**src/rtl/spu_ln_pkg.sv**
```systemverilog
// Shared constants for the SPU LayerNorm control path and datapath.
// Phase encodings here are the ones spu_ln_block decodes on ln_state.
package spu_ln_pkg;

    localparam logic [2:0] LN_IDLE      = 3'b000;
    localparam logic [2:0] LN_SUM_COUNT = 3'b001;
    localparam logic [2:0] LN_SUM_DIV   = 3'b011;
    localparam logic [2:0] LN_SQRT      = 3'b100;
    localparam logic [2:0] LN_OUT       = 3'b110;

    localparam int LN_MAX_WORDS = 512;
    localparam int LN_WADDR_W   = 9;
    localparam int LN_WR_LAT    = 3;

    // DONE is private to the sequencer and is shown as IDLE to the datapath
    typedef enum logic [2:0] {
        ST_IDLE      = LN_IDLE,
        ST_SUM_COUNT = LN_SUM_COUNT,
        ST_SUM_DIV   = LN_SUM_DIV,
        ST_SQRT      = LN_SQRT,
        ST_OUT       = LN_OUT,
        ST_DONE      = 3'b111
    } ln_ctrl_st_e;

    function automatic logic [9:0] ln_clamp_len(input logic [9:0] len, input int max_w);
        if (int'(len) > max_w) return 10'(max_w);
        return len;
    endfunction

endpackage

```
**src/rtl/spu_ln_wr_delay.sv**
```systemverilog
// Fixed-depth {valid, addr} delay line that turns OUT-phase reads into
// output-buffer writes aligned with the datapath output register.
module spu_ln_wr_delay #(
    parameter int AW    = 9,
    parameter int DEPTH = 3
) (
    input  logic          clk_i,
    input  logic          rst_i,
    input  logic          vld_i,
    input  logic [AW-1:0] addr_i,
    output logic          vld_o,
    output logic [AW-1:0] addr_o,
    output logic          busy_o
);

    logic [DEPTH-1:0]         vld_pipe_q;
    logic [DEPTH-1:0][AW-1:0] addr_pipe_q;

    always_ff @(posedge clk_i or posedge rst_i) begin
        if (rst_i) begin
            vld_pipe_q  <= '0;
            addr_pipe_q <= '0;
        end else begin
            vld_pipe_q  <= {vld_pipe_q[DEPTH-2:0], vld_i};
            addr_pipe_q <= {addr_pipe_q[DEPTH-2:0], addr_i};
        end
    end

    assign vld_o  = vld_pipe_q[DEPTH-1];
    assign addr_o = addr_pipe_q[DEPTH-1];
    // Includes the output stage, so DONE waits for the last write to retire
    assign busy_o = |vld_pipe_q;

endmodule

```
**src/rtl/spu_ln_ctrl.sv**
```systemverilog
// LayerNorm sequencer: statistics pass, divide, sqrt wait, output pass.
// Define SPU_LN_CTRL_TIMEOUT_EN to abort the sqrt wait at sqrt_cnt=255.
module spu_ln_ctrl
    import spu_ln_pkg::*;
#(
    parameter int WADDR_W   = LN_WADDR_W,
    parameter int MAX_WORDS = LN_MAX_WORDS
) (
    input  logic               core_clk,
    input  logic               rst,
    input  logic               start,
    input  logic [9:0]         len_words,
    output logic               busy,
    output logic               done,
    output logic               err,
    output logic               rd_en,
    output logic [WADDR_W-1:0] rd_addr,
    output logic [2:0]         ln_state,
    output logic               sum_en,
    output logic               sum_div_cnt,
    output logic [7:0]         sqrt_cnt,
    input  logic               sum_div_finish,
    input  logic               sqrt_reci_finish,
    output logic               wr_en,
    output logic [WADDR_W-1:0] wr_addr
);

    ln_ctrl_st_e        state_q, state_d;
    logic [9:0]         k_q, k_d;
    logic [9:0]         n_q, n_d;
    logic [7:0]         sqc_q, sqc_d;
    logic               err_q, err_d;
    logic [WADDR_W-1:0] rd_addr_q;
    logic               pipe_busy;

    always_ff @(posedge core_clk or posedge rst) begin
        if (rst) begin
            state_q   <= ST_IDLE;
            k_q       <= '0;
            n_q       <= '0;
            sqc_q     <= '0;
            err_q     <= 1'b0;
            rd_addr_q <= '0;
        end else begin
            state_q <= state_d;
            k_q     <= k_d;
            n_q     <= n_d;
            sqc_q   <= sqc_d;
            err_q   <= err_d;
            if (rd_en) rd_addr_q <= rd_addr;
        end
    end

    always_comb begin
        state_d     = state_q;
        k_d         = k_q;
        n_d         = n_q;
        err_d       = err_q;
        rd_en       = 1'b0;
        sum_en      = 1'b0;
        sum_div_cnt = 1'b0;
        done        = 1'b0;
        case (state_q)
            ST_IDLE: begin
                if (start) begin
                    err_d   = 1'b0;
                    n_d     = ln_clamp_len(len_words, MAX_WORDS);
                    k_d     = '0;
                    state_d = (n_d == '0) ? ST_DONE : ST_SUM_COUNT;
                end
            end
            ST_SUM_COUNT: begin
                rd_en  = (k_q < n_q);
                // data lands two cycles after the read: buffer latency + datapath input reg
                sum_en = (k_q >= 10'd2);
                if (k_q == n_q + 10'd1) begin
                    state_d = ST_SUM_DIV;
                    k_d     = '0;
                end else begin
                    k_d = k_q + 10'd1;
                end
            end
            ST_SUM_DIV: begin
                sum_div_cnt = k_q[0];
                if (!k_q[0]) begin
                    k_d = 10'd1;
                end else if (sum_div_finish) begin
                    state_d = ST_SQRT;
                    k_d     = '0;
                end else begin
                    err_d   = 1'b1;
                    state_d = ST_DONE;
                    k_d     = '0;
                end
            end
            ST_SQRT: begin
                if (sqrt_reci_finish) begin
                    state_d = ST_OUT;
                    k_d     = '0;
                end
`ifdef SPU_LN_CTRL_TIMEOUT_EN
                else if (sqc_q == 8'hFF) begin
                    err_d   = 1'b1;
                    state_d = ST_DONE;
                end
`endif
            end
            ST_OUT: begin
                rd_en = (k_q < n_q);
                if (k_q == n_q + 10'd1) begin
                    state_d = ST_DONE;
                    k_d     = '0;
                end else begin
                    k_d = k_q + 10'd1;
                end
            end
            ST_DONE: begin
                if (!pipe_busy) begin
                    done    = 1'b1;
                    state_d = ST_IDLE;
                end
            end
            default: state_d = ST_IDLE;
        endcase

        // Counter restarts from 0 on every SQRT entry and is 0 elsewhere
        sqc_d = '0;
        if (state_q == ST_SQRT && state_d == ST_SQRT)
            sqc_d = (sqc_q == 8'hFF) ? sqc_q : sqc_q + 8'd1;
    end

    assign busy     = (state_q != ST_IDLE);
    assign err      = err_q;
    assign rd_addr  = rd_en ? WADDR_W'(k_q) : rd_addr_q;
    assign ln_state = (state_q == ST_DONE) ? LN_IDLE : state_q;
    assign sqrt_cnt = sqc_q;

    spu_ln_wr_delay #(
        .AW    (WADDR_W),
        .DEPTH (LN_WR_LAT)
    ) u_wr_dly (
        .clk_i  (core_clk),
        .rst_i  (rst),
        .vld_i  (rd_en && state_q == ST_OUT),
        .addr_i (rd_addr),
        .vld_o  (wr_en),
        .addr_o (wr_addr),
        .busy_o (pipe_busy)
    );

endmodule

```
**config.mk**
```make
export PLATFORM = sky130hd
export DESIGN_NAME = spu_ln_ctrl
export DESIGN_NICKNAME = d
export VERILOG_FILES = /design/src/rtl/spu_ln_pkg.sv /design/src/rtl/spu_ln_wr_delay.sv /design/src/rtl/spu_ln_ctrl.sv
export SDC_FILE = /design/constraint.sdc
export NUM_CORES = 1
export LEC_CHECK = 0
export CAP_MARGIN = 10
export CELL_PAD_IN_SITES_DETAIL_PLACEMENT = 2
export CELL_PAD_IN_SITES_GLOBAL_PLACEMENT = 2
export CORE_ASPECT_RATIO = 0.5
export CORE_MARGIN = 4
export CORE_UTILIZATION = 32
export DETAILED_ROUTE_END_ITERATION = 6
export GPL_TIMING_DRIVEN = 0
export PLACE_DENSITY = 0.87
export SLEW_MARGIN = 30
export SYNTH_ARGS = -nofsm -noshare
export SYNTH_HDL_FRONTEND = slang
export SYNTH_SLANG_ARGS = --single-unit
export TNS_END_PERCENT = 5
```
**constraint.sdc**
```tcl
create_clock -name core_clk -period 2.68 [get_ports core_clk]
set_clock_uncertainty 0.05 [all_clocks]
set_input_delay 0.67 -clock core_clk [delete_from_list [all_inputs] [get_ports core_clk]]
set_output_delay 0.67 -clock core_clk [all_outputs]
set_load 0.005 [all_outputs]
```
## Word-level counts from Yosys, hierarchy flattened

Cells that the tools add are included.

| storage, ports and cells | value |
|---|---|
| latch bits | 0 |
| input port bits | 15 |
| bits in registers | 71 |
| memory bits (writable) | 0 |
| memories kept | 0 |
| memory bits (read-only) | 0 |
| logic and storage cells | 75 |
| output and inout port bits | 36 |

| operators by class | value |
|---|---|
| muxes and demuxes | 34 |
| add/subtract/negate cells | 3 |
| reductions and logical operators | 12 |
| $lt $le $gt $ge | 3 |
| $mul | 0 |
| equal/unequal tests | 13 |
| shift operators | 0 |
| div/mod/pow operators | 0 |
| bitwise gates (word level) | 0 |

Operator list:

| operator | count |
|---|---|
| $mux W10 | 7 |
| $pmux W10 S4 | 1 |
| $mux W3 | 8 |
| $add A10 B1 Y10 const B | 2 |
| $pmux W3 S6 | 1 |
| $mux W8 | 2 |
| $eq A3 B3 Y1 const B | 4 |
| $mux W1 | 12 |
| $eq A10 B10 Y1 | 1 |
| $ge A10 B2 Y1 const B | 1 |
| $gt A10 B10 Y1 const B | 1 |
| $logic_not A10 Y1 | 1 |
| $lt A10 B10 Y1 | 1 |
| $ne A2 B2 Y1 const B | 5 |
| $mux W9 | 1 |
| $add A8 B1 Y8 const B | 1 |
| $eq A8 B8 Y1 const B | 1 |
| $reduce_and A4 Y1 | 1 |
| $reduce_bool A4 Y1 | 1 |
| $eq A3 B1 Y1 const B | 1 |
| $eq A3 B2 Y1 const B | 1 |
| $logic_not A3 Y1 | 1 |
| $reduce_and A3 Y1 | 1 |
| $reduce_bool A3 Y1 | 1 |
| other kinds (7) | 8 |

## Longest topological paths before layout

| depth | value |
|---|---|
| depth in word-level cells | 14 |
| gate-level depth with buffers | 9 |
| depth with buffers taken out | 8 |

## By module

Synthesis repeated with hierarchy kept, for this count alone.

| unflattened totals | value |
|---|---|
| cells, all modules | 347 |
| area total of the unflattened synthesis | 3572.2 µm² |

By module, submodules not included:

| module | cells an instance | sequential area each (µm²) | area an instance (µm²) | times used |
|---|---|---|---|---|
| spu_ln_ctrl | 306 | 1026.0 | 2743.9 | 1 |
| spu_ln_wr_delay | 41 | 750.7 | 828.3 | 1 |

## Worst setup path after synthesis

No wires, ideal clock.

| timing path | value |
|---|---|
| kind | flip-flop to output port |
| from | reg k_q[1] |
| to | out rd_addr[1] |
| stages on the path, launching flop included | 9 |
| path buffers | 1 |
| setup slack | -0.212 ns |
| data arrival time | 2.172 ns |
| cell sequence | dfrtp_1 -> ha_1 -> nor2b_1 -> o21a_1 -> o21ai_0 -> a21oi_1 -> or4b_4 -> buf_6 -> mux2_4 |

| between the ends | value |
|---|---|
| word-level cells in the longest chain between the ends | 3 |

RTL lines:

| item | RTL line | source |
|---|---|---|
| start, declared | spu_ln_ctrl.sv:29 | `logic [9:0] k_q, k_d;` |
| start signal, assigned | spu_ln_ctrl.sv:46 | `k_q <= k_d;` |
| $lt A10 B10 Y1 | spu_ln_ctrl.sv:73, spu_ln_ctrl.sv:109 |  |
| $mux W1 | -- |  |
| $mux W9 (*) | spu_ln_ctrl.sv:134 | `assign rd_addr = rd_en ? WADDR_W'(k_q) : rd_addr_q;` |
| end, declared | spu_ln_ctrl.sv:17 | `output logic [WADDR_W-1:0] rd_addr,` |

Every way passes the cells marked *; elsewhere a longest branch is shown, timed or not.

## Worst setup path after layout

| timing path | value |
|---|---|
| from | reg n_q[1] |
| to | out rd_addr[0] |

| between the ends | value |
|---|---|
| word-level cells in the longest chain between the ends | 3 |

RTL lines:

| item | RTL line | source |
|---|---|---|
| start, declared | spu_ln_ctrl.sv:30 | `logic [9:0] n_q, n_d;` |
| start signal, assigned | spu_ln_ctrl.sv:47 | `n_q <= n_d;` |
| $lt A10 B10 Y1 | spu_ln_ctrl.sv:73, spu_ln_ctrl.sv:109 |  |
| $mux W1 | -- |  |
| $mux W9 | spu_ln_ctrl.sv:134 |  |

Every way passes these cells.

==> run metrics <==
Post-Syn Instances 338; XOR/XNOR Fraction of Synth Area 4.09%; Clk pin slew, worst setup/hold paths 60 ps; Max Used Layer met4; non-filler instance count after layout 560; wire per inst 19.0 um; chip height 83.4 um; reg-to-reg critical path startpoint n_q[1]; Worst setup startpoint n_q[1]; first-pass GRT wire length 17600 um; post-route ant nets 0; Detailed Route WL 10600 um; post-synthesis compound-gate area fraction 12.1%; Initial Util 33.0%; crit path time final 3610 ps; crit path to rd_addr[0]; vias in the first global route 3156; final HPWL from detailed placement 7160 um; Via density 5.09; Seq/Total Area, Yosys 48.8%; RSZ-0062 raised after global routing true; Cell Area, Synth 0.00364 mm^2; f_max 277 MHz; root buf cell clkbuf_16; CP max stage cell or4b_4; ANT cells 0; Area after DPL 0.00435 mm^2; DP Worst Slack -879 ps; Detail Route met3 WL 283 um; largest family of logic cells by synthesized area simple AND/OR/NAND/NOR gates; Worst Hold Class reg -> reg; worst-path fanout max 4; post-synth top area cell dfrtp_1; initial antenna violation count 0; Netlist cell types 51; Async SR Flop Fraction 100%; Max clock buf depth 2; drt first-iter violations 61; reg2reg setup slack -40 ps; Reg area 0.00178 mm^2; commonest non-fill, non-tap cell in the layout dfrtp_1; failing checks setup timing; Fin. Hold Viols 0; Final Cycle Share 135%; H-tree levels 3; Final setup viols 12; mux cell area share after synthesis 8.28%; pwr dens 1150 mW/mm^2; critical path's largest stage delay 530 ps; row count 27; simple-gate share of the synthesized area 15.8%; metal2 WL 5290 um; DR vias 2851; # fillers 1120; Peak VDD IR 0.372 mV; footprint of the multi-input gates 0.00169 mm^2; final instance area 0.00483 mm^2; final-stage net count 440; Synth top area share 48.8%; Die Width 159 um; status complete, but fails checks; met1 WL 4840 um; Post-Syn Area per Cell 10.8 um^2; Setup crit end kind primary output; total negative setup slack -8170 ps; GRT overflow 0; Post-Synthesis Net Count 367; layout cell share with drive strength beyond 1 25.1%; area grow syn2layout 32.6%; EDFF count, synth 0; slew margin rel. 59.3%; P_leak 2.12 nW; global-route total usage across every layer 16.8%; DRC 0; DIE AREA 0.0133 mm^2; Tightest Pin Transition 611 ps; R2R depth 12; worst path required time 1960 ps; Routability Congestion 0.792; I/O pins 51; CORE AREA 0.0110 mm^2; CTS Buf Count 9; R2R Path End u_wr_dly.addr_pipe_q[0]; MaxCap Viol Count 0; most used cell, CP buf_6; final setup margin -929 ps; Max Slew Vio Count 0; crit start category flip-flop; Area contributors post-synth dfrtp_1 (49%), mux2_4 (7.4%), ha_1 (4.8%), a21oi_1 (2.5%), o21ai_0 (2.5%); Detailed Routing Iterations Pass 1 4; port buffer count 50; largest net degree at the start of global routing 51; Tot Pwr 5.53 mW; commonest non-fill, non-tap cells in the layout dfrtp_1 (65), clkdlybuf4s50_1 (40), nand2_1 (23); Clock Sinks 71; Syn. warnings 0; WS Path Type reg -> out; CTS tree done; dpl cells 534; CP Cell Sequence inv_2 > ha_4 > nor2b_4 > o21a_1 > o21ai_2 > a21oi_2 > or4b_4 > buf_12 > buf_8 > buf_6 > mux2_4 > buf_6; worst path arrival time 2890 ps; main flop type after synthesis dfrtp_1; Synth Register Bits 71; clock latency on the worst-skew pair 340 ps; Post-Synth Adder-Cell Area 4.81%; cts hold-fix bufs 0
==> critical path, delay by kind of cell, from the launching register on <==
family | cells | cell delay (ps)
AO/OA/AOI/OAI | 3 | 360
adder cells (fa/ha/maj) | 1 | 210
buffers and inverters | 5 | 600
flip-flops | 1 | 420
multiplexers | 1 | 310
AND/OR/NAND/NOR | 2 | 650
==> layer usage <==
| layer | up-vias | track usage [%] |
|---|---|---|
| li1 | 1331 | - |
| met1 | 1464 | 20.4 |
| met2 | 42 | 29.8 |
| met3 | 14 | 3.47 |
| met4 | 0 | 5.75 |
| met5 | - | 0 |
==> synthesized netlist by cell type (3+ instances only) <==
master    number
clkbuf_1       8
buf_4         10
xnor2_1        8
a31o_2         5
buf_2          4
nor2_1        16
o21ai_0       18
nand2b_1       9
o31ai_1        3
a31oi_1        3
nand4_1        8
nor3_1        12
a211oi_1       9
nand2_1       23
nor2b_1        4
ha_1          14
nand3_1        5
and3_1         6
dfrtp_1       71
mux2_4        18
xor2_1         9
nor4_1         4
or3_1          3
a21oi_1       18
inv_1         17
==> power breakdown <==
group / switching [mW] / internal (mW) / leakage (nW)
sequential: 0.213 / 1.35 / 0.933
combinational: 1.25 / 1.44 / 1.04
clock: 0.473 / 0.808 / 0.151
==> cell families after synthesis <==
family                     after synthesis
and+or+nand+nor                        105
xor gates and xnor gates                17
AOI/OAI and AO/OA                       67
buffers and inverters                   43
adders and majority gates               14
DFF                                     71
muxes                                   21
==> stage by stage <==
stage | utilization [%] | hold WS, ps
2_1_floorplan | - | 281
3_5_place_dp | 39.4 | 286
5_1_grt | 43.7 | 310
4_1_cts | 43.4 | 300
6_report | 43.7 | 298
3_3_place_gp | 39.1 | 281
==> worst min path at each step <==
stage	from	end	slack [ps]	depth (start not counted)
final	u_wr_dly.addr_pipe_q[14]	u_wr_dly.addr_o[5]	300	0
after global routing	u_wr_dly.addr_pipe_q[8]	u_wr_dly.addr_pipe_q[17]	310	0
after CTS	u_wr_dly.addr_pipe_q[8]	u_wr_dly.addr_pipe_q[17]	300	0
after detailed placement	u_wr_dly.addr_pipe_q[8]	u_wr_dly.addr_pipe_q[17]	290	0
after global placement	u_wr_dly.addr_pipe_q[8]	u_wr_dly.addr_pipe_q[17]	280	0
after floorplan	u_wr_dly.addr_pipe_q[9]	u_wr_dly.addr_o[0]	280	0
==> what timing repair did <==
action | CTS | global route
setup buffers | 9 | 2
setup endpoints to repair | 11 | 23
pin swaps | 5 | 5
resized for setup | 56 | 12
==> cell type report <==
cell class | count | area share, %
Sequential cell | 71 | 36.9
Multi-Input combinational cell | 224 | 35.0
Timing Repair Buffer | 62 | 12.9
Clock buffer | 9 | 4.66
Tap cell | 145 | 3.76
Buffer | 26 | 3.60
Clock inverter | 6 | 1.79
Inverter | 17 | 1.37
==> registers in the layout (all words and copies together), names as in the netlist <==
signal / cells
err: 1
k_q: 10
n_q: 10
rd_addr_q: 9
sqrt_cnt: 8
state_q: 3
u_wr_dly.addr_o: 9
u_wr_dly.addr_pipe_q: 18
u_wr_dly.vld_pipe_q: 3
(Power assumes the default switching activity.)
